--- src/rtl/cpu_io_pkg.sv ---
// Shared definitions for the CPU serial I/O blocks: frame state encoding,
// data width and the idle level of the serial line.
package cpu_io_pkg;

    localparam int   TX_DATA_W     = 8;
    localparam logic TX_IDLE_LEVEL = 1'b1;

    typedef enum logic [2:0] {
        IDLE   = 3'd0,
        START  = 3'd1,
        DATA   = 3'd2,
        PARITY = 3'd3,
        STOP   = 3'd4
    } tx_state_t;

endpackage

--- src/rtl/baud_tick_gen.sv ---
// Bit-time generator: one-cycle tick every CLKS_PER_BIT enabled cycles.
// The counter is held at zero while disabled so each frame starts phase-aligned.
module baud_tick_gen #(
    parameter int CLKS_PER_BIT = 16
) (
    input  logic clk,
    input  logic rst,
    input  logic en,
    output logic tick
);

    localparam int CW = (CLKS_PER_BIT > 1) ? $clog2(CLKS_PER_BIT) : 1;
    localparam logic [CW-1:0] LAST = CW'(CLKS_PER_BIT - 1);

    logic [CW-1:0] cnt;

    always_ff @(posedge clk or posedge rst) begin
        if (rst) begin
            cnt <= '0;
        end else if (!en || cnt == LAST) begin
            cnt <= '0;
        end else begin
            cnt <= cnt + CW'(1);
        end
    end

    assign tick = en && (cnt == LAST);

endmodule

--- src/rtl/acc_serial_tx.sv ---
// Accumulator serial output port: start bit, 8 data bits LSB first, optional
// even parity (compiled in with ACC_TX_PARITY_EN), STOP_BITS stop bits.
module acc_serial_tx
    import cpu_io_pkg::*;
#(
    parameter int CLKS_PER_BIT = 16,
    parameter int STOP_BITS    = 1
) (
    input  logic                 clk,
    input  logic                 rst,
    input  logic                 out_req,
    input  logic [TX_DATA_W-1:0] in,
    output logic                 ready,
    output logic                 busy,
    output logic                 done,
    output logic                 tx,
    output tx_state_t            state
);

    // Handshake: a frame is accepted on any posedge where out_req && ready;
    // ready stays low until the posedge that pulses done, requests meanwhile are dropped.

    localparam logic [2:0] LAST_STOP = 3'(STOP_BITS - 1);

    logic [TX_DATA_W-1:0] shift;
    logic [2:0]           bitcnt;
    logic                 tick;
    logic                 baud_en;
`ifdef ACC_TX_PARITY_EN
    logic                 par;
`endif

    assign baud_en = (state != IDLE);

    baud_tick_gen #(
        .CLKS_PER_BIT(CLKS_PER_BIT)
    ) u_baud (
        .clk  (clk),
        .rst  (rst),
        .en   (baud_en),
        .tick (tick)
    );

    always_ff @(posedge clk or posedge rst) begin
        if (rst) begin
            state  <= IDLE;
            shift  <= '0;
            bitcnt <= '0;
            tx     <= TX_IDLE_LEVEL;
            ready  <= 1'b1;
            busy   <= 1'b0;
            done   <= 1'b0;
`ifdef ACC_TX_PARITY_EN
            par    <= 1'b0;
`endif
        end else begin
            done <= 1'b0;
            case (state)
                IDLE: begin
                    if (out_req && ready) begin
                        shift  <= in;
`ifdef ACC_TX_PARITY_EN
                        par    <= ^in;
`endif
                        bitcnt <= '0;
                        state  <= START;
                        tx     <= 1'b0;
                        ready  <= 1'b0;
                        busy   <= 1'b1;
                    end
                end
                START: begin
                    if (tick) begin
                        state <= DATA;
                        tx    <= shift[0];
                    end
                end
                DATA: begin
                    if (tick) begin
                        if (bitcnt == 3'd7) begin
                            bitcnt <= '0;
`ifdef ACC_TX_PARITY_EN
                            state  <= PARITY;
                            tx     <= par;
`else
                            state  <= STOP;
                            tx     <= TX_IDLE_LEVEL;
`endif
                        end else begin
                            bitcnt <= bitcnt + 3'd1;
                            shift  <= {1'b0, shift[TX_DATA_W-1:1]};
                            tx     <= shift[1];
                        end
                    end
                end
`ifdef ACC_TX_PARITY_EN
                PARITY: begin
                    if (tick) begin
                        state <= STOP;
                        tx    <= TX_IDLE_LEVEL;
                    end
                end
`endif
                STOP: begin
                    // bitcnt is reused to count stop bits
                    if (tick) begin
                        if (bitcnt == LAST_STOP) begin
                            bitcnt <= '0;
                            state  <= IDLE;
                            ready  <= 1'b1;
                            busy   <= 1'b0;
                            done   <= 1'b1;
                        end else begin
                            bitcnt <= bitcnt + 3'd1;
                        end
                    end
                end
                default: begin
                    state <= IDLE;
                    tx    <= TX_IDLE_LEVEL;
                    ready <= 1'b1;
                    busy  <= 1'b0;
                end
            endcase
        end
    end

endmodule
--- config.mk ---
export PLATFORM = sky130hd
export DESIGN_NAME = acc_serial_tx
export DESIGN_NICKNAME = d
export VERILOG_FILES = /design/src/rtl/cpu_io_pkg.sv /design/src/rtl/baud_tick_gen.sv /design/src/rtl/acc_serial_tx.sv
export SDC_FILE = /design/constraint.sdc
export NUM_CORES = 1
export LEC_CHECK = 0
export ABC_AREA = 1
export CAP_MARGIN = 20
export CORE_MARGIN = 1
export CORE_UTILIZATION = 48
export DETAILED_ROUTE_END_ITERATION = 10
export GPL_TIMING_DRIVEN = 0
export PLACE_DENSITY = 0.74
export SLEW_MARGIN = 15
export SYNTH_ARGS = -nofsm -noshare
export SYNTH_HDL_FRONTEND = slang
export SYNTH_SLANG_ARGS = --single-unit
--- constraint.sdc ---
create_clock -name clk -period 1.5 [get_ports clk]
set_clock_uncertainty 0.1 [all_clocks]
set_input_delay 0.225 -clock clk [delete_from_list [all_inputs] [get_ports clk]]
set_output_delay 0.225 -clock clk [all_outputs]
set_load 0.05 [all_outputs]
# ---- Yosys cells after proc, flatten, opt, wreduce, memory -nomap -nowiden
# Index checks and enable logic that the tools add are counted.
dict set report totals {
  ff_bits 22
  input_bits 11
  output_inout_bits 7
}
dict set report classes {
  n_mux 33
  bitwise_logic 2
  n_eq_ne 12
  add_sub_neg 2
  reduce_logical 15
}
# operator count
set op_table {}
lappend op_table {{$mux 3} 11}
lappend op_table {{$mux 8} 3}
lappend op_table {{$pmux 8 s2} 1}
lappend op_table {{$reduce_and 4->1} 4}
lappend op_table {{$ne 2x2->1 const B} 7}
lappend op_table {{$mux 1} 12}
lappend op_table {{$pmux 3 s4} 1}
lappend op_table {{$pmux 3 s3} 1}
lappend op_table {{$eq 3x3->1 const B} 2}
lappend op_table {{$logic_not 3->1} 2}
lappend op_table {{$pmux 1 s3} 2}
lappend op_table {{$reduce_and 6->1} 1}
lappend op_table {{$reduce_bool 3->1} 2}
lappend op_table {{$add 4x1->4 const B} 1}
lappend op_table {{$eq 4x4->1 const B} 1}
lappend op_table {{$mux 4} 1}
lappend op_table {{$pmux 1 s4} 1}
lappend op_table {{$add 3x1->3 const B} 1}
lappend op_table {{$eq 3x1->1 const B} 1}
lappend op_table {{$eq 3x2->1 const B} 1}
lappend op_table {{$logic_and 1x1->1} 2}
lappend op_table {{$not 1->1} 2}
lappend op_table {{$reduce_bool 2->1} 1}
lappend op_table {{$reduce_or 2->1} 1}
lappend op_table {{other kinds (2)} 2}

# ---- Longest topological paths before layout
dict set report depth {
  depth_word 4
  depth_mapped 9
  ltp_nobuf 9
}

# ---- Modules after synthesis
# From an unflattened synthesis, not the netlist that was laid out.
dict set report hier_totals {
  hier_cells 164
  hier_area_um2 1258.7
}
# module n_inst seq_area_each_um2 cells_each area_each_um2
set modules_own_cells {}
lappend modules_own_cells {acc_serial_tx 1 452.9 144 1067.3}
lappend modules_own_cells {baud_tick_gen 1 100.1 20 191.4}

# ---- Worst setup path after synthesis
# Ideal clock, no wire load.
dict set report synth_timing {
  path_type {register -> register}
  startpoint {reg state[2]}
  endpoint {reg state[2]}
  t_required_ps 1280
  path_buffers 0
  path_slack_ps -141
  stages_incl_launch_ff 8
  t_arrival_ps 1420
  period_less_slack_ps 1641
  path_cell_list {dfrtp_1 > inv_2 > nand2_2 > nor2_2 > o21ai_4 > nand2_1 > nand2_1 > nand2_1}
}
dict set report synth_via {
  elab_chain_cells 4
  word_cells_on_any_way 14
  cone_classes {9 x eq/ne; 1 x mux; 4 x reduce/logical}
}
# element line_no
set synth_lines {}
lappend synth_lines {{start, declared} acc_serial_tx.sv:17} ;# output tx_state_t state
lappend synth_lines {{start signal, assigned} acc_serial_tx.sv:46} ;# state <= IDLE;
lappend synth_lines {{start signal, assigned} acc_serial_tx.sv:66} ;# state <= START;
lappend synth_lines {{start signal, assigned} acc_serial_tx.sv:74} ;# state <= DATA;
lappend synth_lines {{$reduce_bool 3->1} acc_serial_tx.sv:33} ;# assign baud_en = (state != IDLE);
lappend synth_lines {{$logic_and 1x1->1} baud_tick_gen.sv:27} ;# assign tick = en && (cnt == LAST);
lappend synth_lines {{$ne 2x2->1 (no line)} n/a}
lappend synth_lines {{$reduce_and 6->1 (no line)} n/a}
# Several ways; a longest one is shown, not always the timed one.
# A chain may end at the register's enable or synchronous reset.

# ---- Final worst setup path
dict set report layout_timing {
  startpoint {reg bitcnt[0]}
  endpoint {reg shift[6]}
}
dict set report layout_via {
  elab_chain_cells 3
}
# element line_no
set layout_lines {}
lappend layout_lines {{start, declared} acc_serial_tx.sv:26} ;# logic [2:0] bitcnt;
lappend layout_lines {{start signal, assigned} acc_serial_tx.sv:90} ;# bitcnt <= bitcnt + 3'd1;
lappend layout_lines {{start signal, assigned} acc_serial_tx.sv:114} ;# bitcnt <= bitcnt + 3'd1;
lappend layout_lines {{$eq 3x3->1} acc_serial_tx.sv:80} ;# if (bitcnt == 3'd7) begin
lappend layout_lines {{$ne 2x2->1 (no line)} n/a}
lappend layout_lines {{$reduce_and 4->1 (no line)} n/a}
lappend layout_lines {{end signal, assigned} acc_serial_tx.sv:61} ;# shift <= in;
lappend layout_lines {{end signal, assigned} acc_serial_tx.sv:91} ;# shift <= {1'b0, shift[TX_DATA_W-1:1]};
lappend layout_lines {{end, declared} acc_serial_tx.sv:25} ;# logic [TX_DATA_W-1:0] shift;
# Every way passes these cells.

==> impl_metrics.sql <==
INSERT INTO impl_metrics (metric_group, metric, value, unit) VALUES
('hold_path', 'min-delay-path-class', 'input pin to async pin', ''),
('die', 'dieArea', '2930', 'um^2'),
('run_status', 'run_status', 'complete, but fails checks', ''),
('final_layout', 'layout_commonest_cell', 'sky130_fd_sc_hd__nand2_1', ''),
('power_and_ir_drop', 'clock_power_share', '0.113', ''),
('routing', 'drt_iter0_markers', '29', ''),
('routing', 'wire_per_inst', '13.3', 'um'),
('worst_setup_path', 'setup.worst_path.class', 'flop to flop', ''),
('global_route', 'grt_first_pass_wirelength', '4.89', 'mm'),
('clock_network', 'post_cts_hold_buffer_count', '0', ''),
('routing', 'route.final.wire_length', '3.08', 'mm'),
('power_and_ir_drop', 'power.sequential.fraction', '0.263', ''),
('die', 'site_row_count', '18', ''),
('worst_setup_path', 'cp_data_arrival_time', '1.65', 'ns'),
('global_route', 'grt_start_max_net_pins', '23', ''),
('run', 'cap_violations', '0', ''),
('sta', 'worst_slack', '-0.0462', 'ns'),
('place', 'place_congestion', '0.887', ''),
('sta', 'setup_repair_after_global_routing_missed_its_margin', 'true', ''),
('sta', 'max_slew_margin', '0.427', ''),
('clock_network', 'cts_root_buffer', 'sky130_fd_sc_hd__clkbuf_4', ''),
('final_layout', 'insertedDiodeCount', '0', ''),
('routing', 'detail-route-antenna-nets', '0', ''),
('clock_network', 'tritoncts_num_sinks', '22', ''),
('power_and_ir_drop', 'pwr-share-comb', '0.623', ''),
('worst_setup_path', 'path_buf_inv', '1', ''),
('worst_setup_path', 'critical_path.startpoint_type', 'flop', ''),
('final_layout', 'design.final.nets', '219', ''),
('run_status', 'violations', 'negative setup slack', ''),
('final_layout', 'syn_to_final_growth', '39.6', '%'),
('power_and_ir_drop', 'power.share.switching', '0.499', ''),
('die', 'io_pins', '18', ''),
('die', 'initial_core_util', '0.516', ''),
('routing', 'drt_drc_violations_left', '0', ''),
('logic_synthesis', 'synth-warning-count', '0', ''),
('worst_setup_path', 'crit_path_end_kind', 'flop', ''),
('final_layout', 'layout.cells.most_common_list', '62 x sky130_fd_sc_hd__nand2_1, 17 x sky130_fd_sc_hd__nand3_1, 17 x sky130_fd_sc_hd__dfrtp_1', ''),
('logic_synthesis', 'synth-seq-cells', '22', ''),
('final_layout', 'share_of_final_layout_standard_cells_stronger_than_drive_strength_1', '0.351', ''),
('routing', 'drtPass1Iterations', '4', ''),
('clock_network', 'clkTransAtPathRegs', '0.14', 'ns'),
('worst_setup_path', 'cp.required', '1.61', 'ns'),
('worst_setup_path', 'worst_path_largest_cell_delay', '0.44', 'ns'),
('worst_setup_path', 'critPathSlowestCell', 'sky130_fd_sc_hd__dfrtp_1', ''),
('power_and_ir_drop', 'intPower', '2.03', 'mW'),
('sta', 'maxSlewViolCount', '0', ''),
('global_route', 'grt_antenna_before_repair', '0', ''),
('sta', 'post-route-period-util', '1.03', ''),
('power_and_ir_drop', 'power_density', '2230', 'nW/um^2'),
('sta', 'setup-tns-final', '-0.346', 'ns'),
('final_layout', 'utilization', '0.721', ''),
('power_and_ir_drop', 'leakage', '0.912', 'nW'),
('sta', 'shortest_period_the_worst_path_allows', '1.55', 'ns'),
('clock_network', 'h-tree-depth', '1', ''),
('logic_synthesis', 'synth.net_count', '184', ''),
('global_route', 'grt.overflow.total', '0', ''),
('worst_setup_path', 'worst-path-max-fanout', '8', ''),
('clock_network', 'cts_inserted_buffers', '3', ''),
('logic_synthesis', 'synth.yosys.seq_area_share', '0.425', ''),
('sta', 'tightestPinTransition', '0.859', 'ns'),
('die', 'placeableCoreArea', '2520', 'um^2'),
('sta', 'setup_viol_count_final', '12', ''),
('place', 'place_worst_setup_slack', '-0.174', 'ns'),
('routing', 'dr_total_vias', '1190', ''),
('clock_network', 'tritoncts_clock_tree', 'yes', ''),
('sta', 'fmax', '647', 'MHz'),
('die', 'floorplan.die.width', '54.1', 'um'),
('logic_synthesis', 'yosysTopAreaCellShare', '0.384', ''),
('logic_synthesis', 'synth.avg_cell_area', '7.75', 'um^2'),
('logic_synthesis', 'synth_top_cells_by_area', 'sky130_fd_sc_hd__dfrtp_1 38%, sky130_fd_sc_hd__nand2_1 20%, sky130_fd_sc_hd__nand3_1 8.5%', ''),
('worst_setup_path', 'cell_by_cell_listing_of_the_critical_path', 'ha_2 -> ha_4 -> inv_4 -> nand3_4 -> nand2_8 -> nand2_8 -> nand2_1 -> nand2_1', '');
==> power by group through the flow <==
stage	logic (mW)	registers [mW]	clock network (mW)
after global routing	2.77	1.10	0.493
after detailed placement	1.91	1.06	0
after global placement	1.87	1.04	0
after floorplan	1.26	1.27	0
after CTS	2.08	1.05	0.467
final	2.52	1.07	0.459
==> cell type report <==
class	count	area (um^2)
Buffer	2	22.5
Clock buffer	3	22.5
Clock inverter	1	30.0
Fill cell	193	704
Inverter	16	65.1
Multi-Input combinational cell	130	843
Sequential cell	22	557
Tap cell	30	37.5
Timing Repair Buffer	28	240
==> through the flow <==
stage,hold WS [ns],cell area (um^2),total power [mW],instances
after floorplan,0.113,1310,2.53,168
after global placement,0.346,1510,2.91,215
after detailed placement,0.351,1510,2.98,215
after CTS,0.294,1660,3.60,227
after global routing,0.364,1820,4.36,232
final,0.267,1820,4.05,232
==> path summary, 6_finish.rpt <==
| check | start | endpoint | slack (ns) | depth (start not counted) |
|---|---|---|---|---|
| max | bitcnt[0] | shift[6] | -0.05 | 8 |
| min | rst | done | 0.27 | 2 |
| max reg2reg | bitcnt[0] | shift[6] | -0.05 | 8 |
| min reg2reg | tx | tx | 0.37 | 2 |
| max in group asynchronous | rst | state[1] | 0.44 | 2 |
| min in group clk | tx | tx | 0.37 | 2 |
==> Yosys cell counts <==
cell / number
sky130_fd_sc_hd__nor2_1: 7
sky130_fd_sc_hd__nand3_2: 2
sky130_fd_sc_hd__nand2_1: 70
sky130_fd_sc_hd__nand3_1: 22
sky130_fd_sc_hd__ha_1: 5
sky130_fd_sc_hd__nand3b_1: 1
sky130_fd_sc_hd__buf_6: 1
sky130_fd_sc_hd__nand2_2: 3
sky130_fd_sc_hd__a21boi_1: 1
sky130_fd_sc_hd__nand2_4: 1
sky130_fd_sc_hd__xor2_1: 1
sky130_fd_sc_hd__nor3_4: 1
sky130_fd_sc_hd__dfrtp_1: 20
sky130_fd_sc_hd__dfstp_2: 2
sky130_fd_sc_hd__nor2_4: 2
sky130_fd_sc_hd__nand4_1: 1
sky130_fd_sc_hd__nor2_8: 1
sky130_fd_sc_hd__xnor2_1: 1
sky130_fd_sc_hd__nor2_2: 4
sky130_fd_sc_hd__nor3_1: 1
sky130_fd_sc_hd__o21ai_4: 1
sky130_fd_sc_hd__buf_4: 1
sky130_fd_sc_hd__inv_2: 3
sky130_fd_sc_hd__o21ai_0: 2
sky130_fd_sc_hd__inv_1: 13
sky130_fd_sc_hd__a21oi_1: 1
==> registers in the layout, indices dropped and copies added, names as in the netlist <==
signal,count
bitcnt,3
ready,1
u_baud.cnt,4
done,1
shift,8
busy,1
state,3
tx,1
==> per-layer routing <==
layer	part of all wire	wire length, um	vias up	global-route usage
li1	-	-	598	-
met4	0.036	111	0	0.115
met3	0.034	105	10	0.0395
met5	0	0	-	0
met2	0.49	1510	30	0.424
met1	0.44	1360	552	0.268
==> cells by family after synthesis <==
group,after synthesis,share of synthesized area
buf+inv,18,0.0605
xor+xnor,2,0.0135
compound gates,5,0.0298
fa+ha+maj,5,0.0480
flops,22,0.425
simple gates,116,0.424
==> repair_timing <==
action                                  in CTS  in global routing
gates resized for setup                     41                 31
gates cloned                                 2                  0
endpoints found under the setup margin      21                 19
buffers inserted                             6                  5
pin swaps                                    7                 11
(Power assumes the default switching activity.)
